==> src/rtl/wave_capture_buf.sv <==
// Trigger-aligned capture buffer: circular sample RAM, edge trigger, frozen frame read port.
// Define AUTO_TRIG_EN to build the free-run forced trigger after AUTO_TIMEOUT armed samples.
module wave_capture_buf #(
    parameter int unsigned DEPTH        = 480,
    parameter int unsigned PRE_TRIG     = 240,
    parameter logic [23:0] AUTO_TIMEOUT = 24'd2_500_000
) (
    input  logic       clk_25m,
    input  logic       rst_n,
    input  logic [7:0] ad_data,
    input  logic       ad_valid,
    input  logic [7:0] trig_level,
    input  logic       trig_edge,
    input  logic [8:0] wave_addr,
    input  logic       wave_data_req,
    input  logic       wr_over,
    output logic [7:0] wave_data,
    output logic       frame_ready,
    output logic       trig_found,
    output logic [1:0] cap_state
);

    localparam logic [9:0] DepthW   = 10'(DEPTH);
    localparam logic [9:0] PreW     = 10'(PRE_TRIG);
    localparam logic [8:0] PreLast  = 9'(PRE_TRIG - 1);
    localparam logic [8:0] PostLen  = 9'(DEPTH - PRE_TRIG);
    localparam logic [8:0] LastAddr = 9'(DEPTH - 1);

    typedef enum logic [1:0] {
        StPre  = 2'b00,
        StArm  = 2'b01,
        StPost = 2'b10,
        StHold = 2'b11
    } cap_state_e;

    cap_state_e state_q, state_d;
    logic [8:0] wp_q, wp_d;
    logic [8:0] cnt_q, cnt_d;
    logic [8:0] tp_q, tp_d;
    logic [7:0] prev_q, prev_d;
    logic       prev_valid_q, prev_valid_d;
    logic       trig_found_q, trig_found_d;
    logic       frame_ready_q, frame_ready_d;
    logic       rd_ok_q, rd_ok_d;
    logic [7:0] rd_data_q;
    logic       we;
    logic       hit;
    logic       force_trig;

`ifdef AUTO_TRIG_EN
    logic [23:0] auto_cnt_q, auto_cnt_d;
`else
    logic unused_auto_timeout;
    assign unused_auto_timeout = ^AUTO_TIMEOUT;
`endif

    logic [7:0] mem_q [DEPTH];

    // Crossing test against the previous sample; prev_valid blocks a stale compare after re-arm.
    always_comb begin
        hit = 1'b0;
        if (prev_valid_q) begin
            if (trig_edge) begin
                hit = (prev_q > trig_level) && (ad_data <= trig_level);
            end else begin
                hit = (prev_q < trig_level) && (ad_data >= trig_level);
            end
        end
    end

    always_comb begin
        state_d       = state_q;
        wp_d          = wp_q;
        cnt_d         = cnt_q;
        tp_d          = tp_q;
        prev_d        = prev_q;
        prev_valid_d  = prev_valid_q;
        trig_found_d  = trig_found_q;
        frame_ready_d = frame_ready_q;
        we            = 1'b0;
        force_trig    = 1'b0;
`ifdef AUTO_TRIG_EN
        auto_cnt_d    = auto_cnt_q;
`endif

        unique case (state_q)
            StPre: begin
                if (ad_valid) begin
                    we = 1'b1;
                    if (cnt_q == PreLast) begin
                        state_d = StArm;
                        cnt_d   = '0;
`ifdef AUTO_TRIG_EN
                        auto_cnt_d = '0;
`endif
                    end else begin
                        cnt_d = cnt_q + 9'd1;
                    end
                end
            end
            StArm: begin
                if (ad_valid) begin
                    we = 1'b1;
`ifdef AUTO_TRIG_EN
                    if (auto_cnt_q == AUTO_TIMEOUT) begin
                        force_trig = 1'b1;
                    end else begin
                        auto_cnt_d = auto_cnt_q + 24'd1;
                    end
`endif
                    if (hit || force_trig) begin
                        tp_d         = wp_q;
                        trig_found_d = hit;
                        state_d      = StPost;
                        // The trigger sample itself is the first post-trigger write.
                        cnt_d        = 9'd1;
                    end
                end
            end
            StPost: begin
                if (cnt_q == PostLen) begin
                    state_d       = StHold;
                    frame_ready_d = 1'b1;
                end else if (ad_valid) begin
                    we    = 1'b1;
                    cnt_d = cnt_q + 9'd1;
                end
            end
            StHold: begin
                if (wr_over) begin
                    state_d       = StPre;
                    cnt_d         = '0;
                    prev_valid_d  = 1'b0;
                    trig_found_d  = 1'b0;
                    frame_ready_d = 1'b0;
                end
            end
            default: state_d = StPre;
        endcase

        if (we) begin
            wp_d         = (wp_q == LastAddr) ? 9'd0 : wp_q + 9'd1;
            prev_d       = ad_data;
            prev_valid_d = 1'b1;
        end
    end

    // Frame column -> RAM address: (tp - PRE_TRIG + col) mod DEPTH without a divider.
    logic [8:0] col;
    logic [9:0] sum_addr;
    logic [9:0] off_addr;
    logic [9:0] rd_addr_w;
    logic [8:0] rd_addr;
    logic       unused_rd_msb;

    always_comb begin
        col       = (10'(wave_addr) >= DepthW) ? LastAddr : wave_addr;
        sum_addr  = 10'(tp_q) + 10'(col);
        off_addr  = (sum_addr >= PreW) ? sum_addr - PreW : sum_addr + DepthW - PreW;
        rd_addr_w = (off_addr >= DepthW) ? off_addr - DepthW : off_addr;
        rd_addr   = rd_addr_w[8:0];
    end

    assign unused_rd_msb = rd_addr_w[9];

    always_comb begin
        rd_ok_d = rd_ok_q;
        if (wave_data_req) begin
            rd_ok_d = (state_q == StHold);
        end
    end

    always_ff @(posedge clk_25m or negedge rst_n) begin
        if (!rst_n) begin
            state_q       <= StPre;
            wp_q          <= '0;
            cnt_q         <= '0;
            tp_q          <= '0;
            prev_q        <= '0;
            prev_valid_q  <= 1'b0;
            trig_found_q  <= 1'b0;
            frame_ready_q <= 1'b0;
            rd_ok_q       <= 1'b0;
`ifdef AUTO_TRIG_EN
            auto_cnt_q    <= '0;
`endif
        end else begin
            state_q       <= state_d;
            wp_q          <= wp_d;
            cnt_q         <= cnt_d;
            tp_q          <= tp_d;
            prev_q        <= prev_d;
            prev_valid_q  <= prev_valid_d;
            trig_found_q  <= trig_found_d;
            frame_ready_q <= frame_ready_d;
            rd_ok_q       <= rd_ok_d;
`ifdef AUTO_TRIG_EN
            auto_cnt_q    <= auto_cnt_d;
`endif
        end
    end

    // Plain RAM with registered read so it maps onto block memory.
    always_ff @(posedge clk_25m) begin
        if (we) begin
            mem_q[wp_q] <= ad_data;
        end
        if (wave_data_req) begin
            rd_data_q <= mem_q[rd_addr];
        end
    end

    assign wave_data   = rd_ok_q ? rd_data_q : 8'd0;
    assign frame_ready = frame_ready_q;
    assign trig_found  = trig_found_q;
    assign cap_state   = state_q;

endmodule

==> config.mk <==
export PLATFORM = sky130hd
export DESIGN_NAME = wave_capture_buf
export DESIGN_NICKNAME = d
export VERILOG_FILES = /design/src/rtl/wave_capture_buf.sv
export SDC_FILE = /design/constraint.sdc
export NUM_CORES = 2
export LEC_CHECK = 0
export CORE_MARGIN = 2
export CORE_UTILIZATION = 25
export DETAILED_ROUTE_END_ITERATION = 6
export SYNTH_ARGS = -nofsm -noshare
export SYNTH_HDL_FRONTEND = slang
export SYNTH_SLANG_ARGS = --single-unit
export TNS_END_PERCENT = 100
==> constraint.sdc <==
create_clock -name clk_25m -period 4.7 [get_ports clk_25m]
set_input_delay 0.94 -clock clk_25m [delete_from_list [all_inputs] [get_ports clk_25m]]
set_output_delay 0.94 -clock clk_25m [all_outputs]
set_load 0.01 [all_outputs]
Word-level counts from Yosys, hierarchy flattened
Memories as Yosys holds them, arrays and structs flattened. A register that Yosys moved wholly into a read port is not among the register bits. Index checks and enable logic that the tools add are counted. Widths: inputs -> output; s select.

Register bits: 41. Bits in writable memories: 3840. Input bits: 31. Output and inout bits: 12. Logic and storage cells: 87. Memories: 1.

$add $sub $neg: 7. $lt $le $gt $ge: 7. Equal/unequal tests: 14. Muxes and demuxes: 35. Reduce and logical (&&, ||, !) cells: 14.

Memories: mem_q (words 480, bits a word 8, read ports 1, clocked after memory_dff 1, wr ports 1, line 57) `logic [7:0] mem_q [DEPTH];`.

Operators by type and width (number): $mux 9 (10); $pmux 9 s4 (1); $sub 10x8->10 const B (2); $add 9x1->9 const B (2); $eq 9x8->1 const B (2); $ne 2x2->1 const B (8); $mux 1 (12); $mux 2 (6); $reduce_and 6->1 (2); $add 10x9->10 const B (1); $add 9x9->10 (1); $ge 10x8->1 const B (1); $ge 10x9->1 const B (1); $mux 10 (1); $eq 9x9->1 const B (1); $ge 9x9->1 const B (1); $sub 9x9->9 const B (1); $ge 8x8->1 (1); $gt 8x8->1 (1); $le 8x8->1 (1); $lt 8x8->1 (1); $mux 8 (1); $pmux 2 s4 (1); $reduce_bool 2->1 (4); other kinds (9) (14).

Depth between registers and ports, before layout
Depth in word-level cells: 8. Mapped depth: 25. Mapped depth without buffers: 20.

Least setup slack after synthesis
Ideal clock, no wire load.

Path type: input -> register. From: in wave_addr[6]. To: reg rd_data_q[7] (read register of mem_q), data pin. Setup time: 267 ps. Arrival time: 5713 ps. Required time: 4433 ps. Slack: -1280 ps. Stages: 23. Buffers on the path: 3. Cells stage by stage: nand4_1 -> nand2b_1 -> ha_1 -> fa_1 -> a211oi_2 -> nor2_1 -> xnor2_1 -> inv_1 -> clkbuf_1 -> clkbuf_1 -> ha_1 -> and4b_1 -> or3_4 -> and2_4 -> buf_6 -> inv_1 -> ha_1 -> or4_1 -> o211ai_1 -> or2_1 -> nor2_1 -> a32oi_1 -> nand4_1.

Word-level cells in the longest chain between the ends: 8. Elaborated cells between the ends (all ways): 11. Those cells by class: 5 x add/sub; 3 x order compare; 3 x mux.

Ends and longest elaborated chain: start: declaration (line 14) `input logic [8:0] wave_addr,`; $ge 9x9->1 (line 157) `col = (10'(wave_addr) >= DepthW) ? LastAddr : wave_addr;`; $mux 9 * (line 157); $add 9x9->10 * (line 158) `sum_addr = 10'(tp_q) + 10'(col);`; $add 10x9->10 (line 159) `off_addr = (sum_addr >= PreW) ? sum_addr - PreW : sum_addr + DepthW - PreW;`; $sub 10x8->10 (line 159); $mux 10 * (line 159); $sub 9x9->9 / $ge 10x9->1 (equally long branches) (line 160) `rd_addr_w = (off_addr >= DepthW) ? off_addr - DepthW : off_addr;`; $mux 9 * (line 160); end: declaration (line 45) `logic [7:0] rd_data_q;`.

Every way passes the cells marked *; elsewhere a longest branch is shown, timed or not. A chain may end at the register's enable or synchronous reset.

Final worst setup path
From: in wave_addr[1]. To: reg rd_data_q[2] (read register of mem_q), data pin.

The elaborated chain is that of the path after synthesis.

==> impl_results.md <==
* Status: finished, violations left
* Failing checks: design-rule violations, negative setup slack
* Length of the first detailed-routing pass in iterations at 7
* Min-Delay Path Class: input port to register
* Final worst path period need at 4830 ps
* WL per Instance at 25.8 um
* Multi-input gate area at about 34,000 um^2
* Global-route wire length before repair at about 600,000 um
* Initial core utilization at 25.1%
* Period utilization at 103%
* Async SR Flop Fraction at ~1.1%
* RePlAce Congestion at 0.941
* Data arrival, critical path at around 5700 ps
* Final setup fails at 8
* Post-synthesis sequential area ratio at between 70 and 80%
* Critical path fanouts, max at 13
* Chip Width at just under 800 um
* Final Skew at 57.3 ps
* CTS tree: yes
* Slew HR at under 10%
* #FFs+latches synth at 3,889
* Post-Syn Area at 152,000 um^2
* Skew-Pair Late Insertion Delay at 990 ps
* Post-synth EDFFs at about 3.8k
* Leakage at about 56 nW
* Vias in the first global route at just under 80k
* Port-buffer cells at 42
* Maximum clock path buffer count at 4
* Worst setup path class: input port to register
* Fmax at 207 MHz
* Htree depth at 5
* Non-Filler Instances at roughly 16k
* Syn nets at about 7.2k
* Drt via density at roughly 4.7
* Synthesized instance count at 7,163
* Syn. warnings at 0
* Worst Tran Pin Value at between 1000 and 1500 ps
* Final nets at 8,002
* Root buffer cell: clkbuf_16
* CP Capture Type: register
* Routed wire length at roughly 420,000 um
* GRT Util Overall at a little over an eighth
* Largest net degree at the start of global routing at between 150 and 200
* Post-route setup slack at -129 ps
* Post-synth cell types at 70
* First DRT Iteration DRCs at roughly 11k
* Startpoint types: input port
* Mapped Avg Cell Area at around 21 um^2
* Power density cells at 677 nW/um^2
* Core area at between 600,000 and 700,000 um^2
* Total CTS buffers at 390
* Die Span Y at roughly 780 um
* Share of cells above drive strength 1 at a little under a third
* # Max-Cap Violations at 0
* RSZ-0062 raised after global routing: true
* Die area at a little over 600,000 um^2
* Congestion Overflow GR at 0
* Final hold vios at 0
* Setup TNS at -772 ps
* Row cnt at ~290
* DRC Markers at 2
* Initial antenna violation count at 23
* Hpwl dp at between 200,000 and 300,000 um
* IO Pins at 43
* Worst-path clk slew at about 60 ps
* Placed instance count at between 15k and 20k
* Final ANT Viol Nets at 0
* Filler Cell Count at around 58k
* Slew Viols, Final at 0
* CTS Sinks at between 3k and 4k
* Via count at 76.8k
* Worst EP required at roughly 5500 ps
* Register area at ~120,000 um^2
* Area delta synth->final at 19.5%
* Worst vdd ir at about 630 uV
* Most used DFF post-synth: edfxtp_1
-- cells in the mapped netlist (all sizes together) (3+ instances only) --
cell type,instances,area share (%)
a211oi,17,0.090
clkbuf,279,0.69
nand3,255,0.84
a22oi,7,0.035
nand2b,11,0.045
and3,47,0.19
nand2,406,1.0
xor2,7,0.040
and2,15,0.063
o31ai,7,0.035
nor3b,3,0.015
nor2b,12,0.049
nor3,13,0.043
mux4,1118,17
nand4,17,0.070
mux2i,24,0.16
a32oi,7,0.040
edfxtp,3848,76
a311oi,15,0.086
a221oi,14,0.089
a31oi,28,0.12
o21ai,59,0.19
buf,165,0.51
a21o,9,0.044
inv,26,0.064
nor2,526,1.3
a21oi,73,0.24
o211ai,7,0.035
ha,37,0.30
o22ai,3,0.012
mux2,18,0.13
or2,6,0.025
xnor2,10,0.058
dfrtp,41,0.67
-- cell families after synthesis --
logic type	after synthesis	synth area share (%)
flip-flops	3889	76.6
AO/OA/AOI/OAI	267	1.14
AND/OR/NAND/NOR	1322	3.70
buffers and inverters	470	1.26
XOR/XNOR	17	0.0979
adder cells (fa/ha/maj)	38	0.317
multiplexers	1160	16.8
-- power breakdown --
part | internal [mW] | switching [mW]
Clock | 17.7 | 13.2
Sequential | 38.5 | 0.188
Combinational | 22.3 | 31.2
-- per-layer routing --
layer  vias to the layer above  global-route usage (%)  wire [um]
met5                         -                       0         79
met4                        12                    4.94      17400
met3                       718                    2.78      35800
met2                      3439                    21.9     204000
met1                     41400                    17.2     165000
li1                      31300                       -          -
-- cell type report --
type / count / area share (%)
multi-input combinational: 2804 / 18.8
timing repair buffer: 822 / 4.44
inverter: 26 / 0.0551
antenna: 9 / 0.0124
sequential: 3889 / 64.1
clock buffer: 479 / 5.62
clock inverter: 237 / 1.33
tap: 8064 / 5.55
-- final timing paths --
path                                     startpoint                  endpoint  slack, ps  cells after the start
setup / recovery                       wave_addr[1]    rd_data_q[2]$_DFFE_PP_       -130                     22
hold / removal                           ad_data[1]   mem_q[327][1]$_DFFE_PP_        330                      1
setup reg to reg                tp_q[0]$_DFFE_PN0P_    rd_data_q[2]$_DFFE_PP_       -100                     21
hold reg to reg            prev_valid_q$_DFFE_PN0P_  prev_valid_q$_DFFE_PN0P_        490                      1
max in group asynchronous                     rst_n       tp_q[0]$_DFFE_PN0P_       3440                      3
min in group asynchronous                     rst_n  prev_valid_q$_DFFE_PN0P_        370                      2
-- worst max-delay path, cell delays in order --
cell             delay (ps)
clkdlybuf4s50_1         420
nand2b_4                200
fa_4                    510
a211oi_4                260
buf_6                   150
nor2_4                   40
xnor2_4                 180
inv_2                    90
ha_4                    160
and4b_2                 240
or3_4                   350
and2_4                  180
buf_4                   150
a211o_4                 350
buf_4                   170
nand2_8                 110
buf_8                   170
buf_4                   160
nand3_1                 110
a211oi_2                380
o21ai_0                 190
nand4_1                 120
-- placed cells by master (no fill, tap or decap), drive strengths merged, types with 10 or more instances in the layout --
cell / n
edfxtp: 3848
mux4: 1118
buf: 788
nor2: 526
clkbuf: 483
nand2: 406
nand3: 255
clkinv: 172
a21oi: 73
o21ai: 59
and3: 47
dfrtp: 41
bufinv: 39
inv: 38
ha: 37
a31oi: 28
clkdlybuf4s50: 28
mux2i: 24
mux2: 18
nand4: 17
a211oi: 17
a311oi: 15
and2: 15
clkinvlp: 14
a221oi: 14
nor3: 13
nor2b: 12
nand2b: 11
xnor2: 10
-- flip-flops by register name, indices dropped and copies added, names as in the netlist --
signal        count
cap_state         2
wp_q              9
rd_data_q         8
mem_q          3840
cnt_q             9
frame_ready       1
prev_q            8
rd_ok_q           1
tp_q              9
trig_found        1
prev_valid_q      1
-- repair_timing --
action | in CTS | in global routing
gates resized for setup | 45 | 33
endpoints found under the setup margin | 8 | 8
gates cloned | 1 | 0
hold endpoints to repair | 9 | 0
setup buffers | 11 | 1
hold buffers | 1 | 0
pin swaps | 20 | 22
-- stage by stage --
stage	cell area [um^2]	hold slack, ps	setup slack [ps]	total power, mW	util [%]
after global routing	182000	299	-202	127	30.0
after floorplan	152000	443	-717	66.9	-
after global placement	169000	474	-1570	91.1	27.8
after detailed placement	169000	474	-1630	91.5	27.8
final	182000	334	-129	123	30.0
after CTS	182000	288	-109	123	29.9
No activity file was read; power rests on OpenSTA's default activity.
